File: src/rtl/gps_pkg.sv
// gps_pkg: shared state encoding, gap counter width and default
// sequencing parameters for the GPS configuration sequencer.
package gps_pkg;

    typedef enum logic [1:0] {
        IDLE = 2'd0,
        SEND = 2'd1,
        GAP  = 2'd2,
        FIN  = 2'd3
    } state_t;

    localparam int GAP_W          = 16;
    localparam int DEF_NUM_MSGS   = 3;
    localparam int DEF_GAP_CYCLES = 16;

endpackage

File: src/rtl/gps_cfg_sequencer.sv
// gps_cfg_sequencer: streams NUM_MSGS configuration ROM messages to a UART
// transmitter with a fixed idle gap between messages.
module gps_cfg_sequencer
    import gps_pkg::*;
#(
    parameter int NUM_MSGS   = DEF_NUM_MSGS,
    parameter int GAP_CYCLES = DEF_GAP_CYCLES
) (
    input  logic       clk,
    input  logic       rst_n,
    input  logic       start,
    output logic [1:0] rom_message,
    output logic [5:0] rom_index,
    input  logic [7:0] rom_data,
    input  logic [5:0] rom_length,
    output logic [7:0] tx_data,
    output logic       tx_valid,
    input  logic       tx_ready,
    output logic       busy,
    output logic       done
);

    state_t           state, state_nx;
    logic [1:0]       msg_nx;
    logic [5:0]       idx_nx;
    logic [GAP_W-1:0] gap_cnt, gap_nx;
    logic             xfer, msg_done, last_msg;

    always_ff @(posedge clk or negedge rst_n) begin
        if (!rst_n) begin
            state       <= IDLE;
            rom_message <= '0;
            rom_index   <= '0;
            gap_cnt     <= '0;
        end else begin
            state       <= state_nx;
            rom_message <= msg_nx;
            rom_index   <= idx_nx;
            gap_cnt     <= gap_nx;
        end
    end

    // An empty message completes in the cycle it is selected.
    always_comb begin
        xfer     = tx_valid && tx_ready;
        msg_done = (state == SEND) && ((rom_length == 6'd0) || (xfer && rom_index == rom_length - 6'd1));
        last_msg = rom_message == 2'(NUM_MSGS - 1);
        state_nx = state;
        msg_nx   = rom_message;
        idx_nx   = rom_index;
        gap_nx   = gap_cnt;
        case (state)
            IDLE: if (start) begin
                state_nx = SEND;
                msg_nx   = '0;
                idx_nx   = '0;
            end
            SEND: if (msg_done) begin
                idx_nx   = '0;
                state_nx = last_msg ? FIN : GAP;
                gap_nx   = last_msg ? gap_cnt : GAP_W'(GAP_CYCLES);
            end else if (xfer) begin
                idx_nx = rom_index + 6'd1;
            end
            GAP: begin
                gap_nx = gap_cnt - 1'b1;
                if (gap_cnt == GAP_W'(1)) begin
                    msg_nx   = rom_message + 2'd1;
                    state_nx = SEND;
                end
            end
            FIN:     state_nx = IDLE;
            default: state_nx = IDLE;
        endcase
    end

    always_comb begin
        tx_valid = (state == SEND) && (rom_length != 6'd0);
        tx_data  = rom_data;
        busy     = state != IDLE;
        done     = state == FIN;
    end

endmodule

File: config.mk
export PLATFORM = sky130hd
export DESIGN_NAME = gps_cfg_sequencer
export DESIGN_NICKNAME = d
export VERILOG_FILES = /design/src/rtl/gps_pkg.sv /design/src/rtl/gps_cfg_sequencer.sv
export SDC_FILE = /design/constraint.sdc
export NUM_CORES = 1
export LEC_CHECK = 0
export CAP_MARGIN = 20
export CORE_ASPECT_RATIO = 0.8
export CORE_MARGIN = 5
export CORE_UTILIZATION = 55
export CTS_BUF_LIST = sky130_fd_sc_hd__clkbuf_8
export CTS_CLUSTER_SIZE = 14
export DETAILED_ROUTE_END_ITERATION = 6
export GPL_TIMING_DRIVEN = 0
export HOLD_SLACK_MARGIN = 0.06
export PLACE_DENSITY = 0.93
export SLEW_MARGIN = 5
export SYNTH_ARGS = -nofsm -noshare
export SYNTH_HDL_FRONTEND = slang
export SYNTH_SLANG_ARGS = --single-unit
File: constraint.sdc
create_clock -name clk -period 4.9 [get_ports clk]
set_clock_uncertainty 0.2 [all_clocks]
set_input_delay 0.49 -clock clk [delete_from_list [all_inputs] [get_ports clk]]
set_output_delay 0.49 -clock clk [all_outputs]
set_load 0.01 [all_outputs]
==> results.sh <==
export IMPL_critical_path_class="in2reg"
export IMPL_synth_top_area_frac=0.401
export IMPL_fin_nets=236
export IMPL_dieArea_um2=4140
export IMPL_cts_tree="yes"
export IMPL_grt_antenna_before_repair=0
export IMPL_fin_crit_sh=0.609
export IMPL_slew_headroom=0.630
export IMPL_maxSlewViolCount=0
export IMPL_grt_use_total=0.193
export IMPL_rows=17
export IMPL_p_sw_frac=0.293
export IMPL_gp_congestion=0.807
export IMPL_ioPinCount=37
export IMPL_cts_hold_fix_buffers=0
export IMPL_antenna_left=0
export IMPL_grt_pass1_wl_um=6330
export IMPL_fmax_mhz=335
export IMPL_initial_core_util=0.582
export IMPL_clock_latency_ps=280
export IMPL_rsz0062_at_grt="no"
export IMPL_grt_busiest_layer="met2"
export IMPL_seqPwrFrac=0.464
export IMPL_synth_warnings=0
export IMPL_ys_seq_elements=26
export IMPL_drtIter0Drc=65
export IMPL_final_common_cell="nor2_1"
export IMPL_clk_pin_slew_ps=100
export IMPL_cts_buffer_depth=2
export IMPL_drv_cap=0
export IMPL_hold_ws_ps=349
export IMPL_first_pass_iters=4
export IMPL_comb_power_share=0.230
export IMPL_hp_class="reg2reg"
export IMPL_arrival_ps=2960
export IMPL_cts_max_level=1
export IMPL_n_antenna_cell=0
export IMPL_grtUsageMet1=0.264
export IMPL_crit_fanout=10
export IMPL_clockPowerShare=0.306
export IMPL_wl_per_cell_um=14.9
export IMPL_grt_pass1_vias=1372
export IMPL_async_flop_share=1.00
export IMPL_fin_crit_ps=2980
export IMPL_power_switching_uw=176
export IMPL_drive_gt1_frac=0.104
export IMPL_intPower_uw=424
export IMPL_area_growth_pct=25.5
export IMPL_grt_overflow_total=0
export IMPL_synthDistinctLibCells=39
export IMPL_crit_required_ps=4880
export IMPL_endpoint_kind="flip-flop"
export IMPL_start_kind="input port"
export IMPL_status="complete, no violations"
export IMPL_synth_avg_cell_area_um2=9.12
export IMPL_syn_cell_area_um2=1620
export IMPL_synth_cells=178
export IMPL_powerDensity_nw_per_um2=294
export IMPL_clock_sinks=26
export IMPL_vias=1401
export IMPL_core_um2=2790
export IMPL_synth_area_leaders="dfrtp_1 (40%), nor2_1 (6.7%), xnor2_1 (5.9%)"
export IMPL_syn_nets=202
export IMPL_synth_edf_count=0
export IMPL_cts_root_buffer="clkbuf_8"
export IMPL_die_h_um=58.6
export IMPL_hpwl_um=2630
export IMPL_setup_viol=0
export IMPL_cts_resized=0
export IMPL_layout_common_cells="nor2_1 (29), clkdlybuf4s50_1 (28), dfrtp_1 (26), xnor2_1 (11), nand2_1 (10)"
export IMPL_p_leak_nw=0.835
export IMPL_tightest_slew_ps=553
export IMPL_finalWirelength_um=3710
export IMPL_finalHoldViolations=0
export IMPL_portBuffers=28
export IMPL_vdd_drop_max_v=0.000167
export IMPL_drc=0
export IMPL_vias_per_cell=5.63
export IMPL_grt_max_degree=16
export IMPL_cts_setup_buffers=0
export IMPL_die_width_um=70.7
export IMPL_grtUsageMet3=0.0256
export IMPL_ys_flop_type="dfrtp_1"
export IMPL_synth_area_leader_cell="dfrtp_1"
export IMPL_cts_made_buffers=3
export IMPL_finalSetupTns_ps=0
export IMPL_use_met2=0.309
export IMPL_seq_area_frac_synth=0.401
## final timing paths
check | from | endpoint | slack (ps) | cells past startpoint
max | rom_length[0] | gap_cnt[15]$_DFFE_PN0P_ | 1920 | 10
min | gap_cnt[14]$_DFFE_PN0P_ | gap_cnt[14]$_DFFE_PN0P_ | 350 | 2
max reg2reg | gap_cnt[2]$_DFFE_PN0P_ | rom_message[0]$_DFFE_PN0P_ | 2550 | 5
min reg2reg | gap_cnt[14]$_DFFE_PN0P_ | gap_cnt[14]$_DFFE_PN0P_ | 350 | 2
max in group asynchronous | rst_n | rom_index[3]$_DFFE_PN0P_ | 3650 | 2
min in group asynchronous | rst_n | rom_message[0]$_DFFE_PN0P_ | 360 | 1
## layer usage
layer / vias up / routed length [µm]
met4: 0 / 58
met1: 674 / 1650
met2: 55 / 1780
li1: 667 / -
met3: 5 / 223
met5: - / 0
## power groups by stage
stage               Sequential (mW)  Combinational [mW]  Clock [mW]
floorplan                     0.274              0.0954           0
global placement              0.279               0.127           0
detailed placement            0.281               0.132           0
CTS                           0.278               0.138       0.181
global route                  0.282               0.156       0.192
finish                        0.278               0.138       0.183
## cell usage after synthesis (6+ instances only)
cell type and instances:
o21ai_0 8, nor3_1 6, a21oi_1 7, ha_1 6
xnor2_1 11, nand2_1 10, inv_1 8, buf_4 9
dfrtp_1 26, nor2_1 29, xor2_1 7
## sequential cells by signal, indices dropped and copies added (netlist names)
name	flops
rom_index	6
state	2
gap_cnt	16
rom_message	2
## area by class of cell
cell class	count	area, µm²
Inverter	8	30.0
Clock inverter	1	30.0
Clock buffer	3	41.3
Fill cell	200	749
Buffer	11	75.1
Sequential cell	26	651
Timing Repair Buffer	29	295
Multi-Input combinational cell	133	867
Tap cell	38	47.5
## logic make-up after synthesis
logic type,Yosys count,synth area share
simple gates,74,0.235
compound gates,32,0.133
flops,26,0.401
buf+inv,19,0.0648
xor+xnor,18,0.0971
fa+ha+maj,6,0.0463
mux,3,0.0231
## stage by stage
stage               power, mW   util  setup slack (ps)  instance area [µm²]  cells
detailed placement      0.413  0.705              1670                 1970    245
finish                  0.599  0.731              1920                 2040    249
floorplan               0.370      -              2620                 1620    178
global placement        0.406  0.700              1710                 1950    244
global route            0.630  0.731              1750                 2040    249
CTS                     0.597  0.731              1920                 2040    249
## worst max-delay path: stages
cell	delay, ps
clkdlybuf4s50_1	570
inv_1	90
ha_1	310
xor2_1	160
nand3_1	90
a211oi_1	320
a21oi_1	210
nor3_2	390
buf_4	260
nor2_1	70
(Power assumes the default switching activity.)
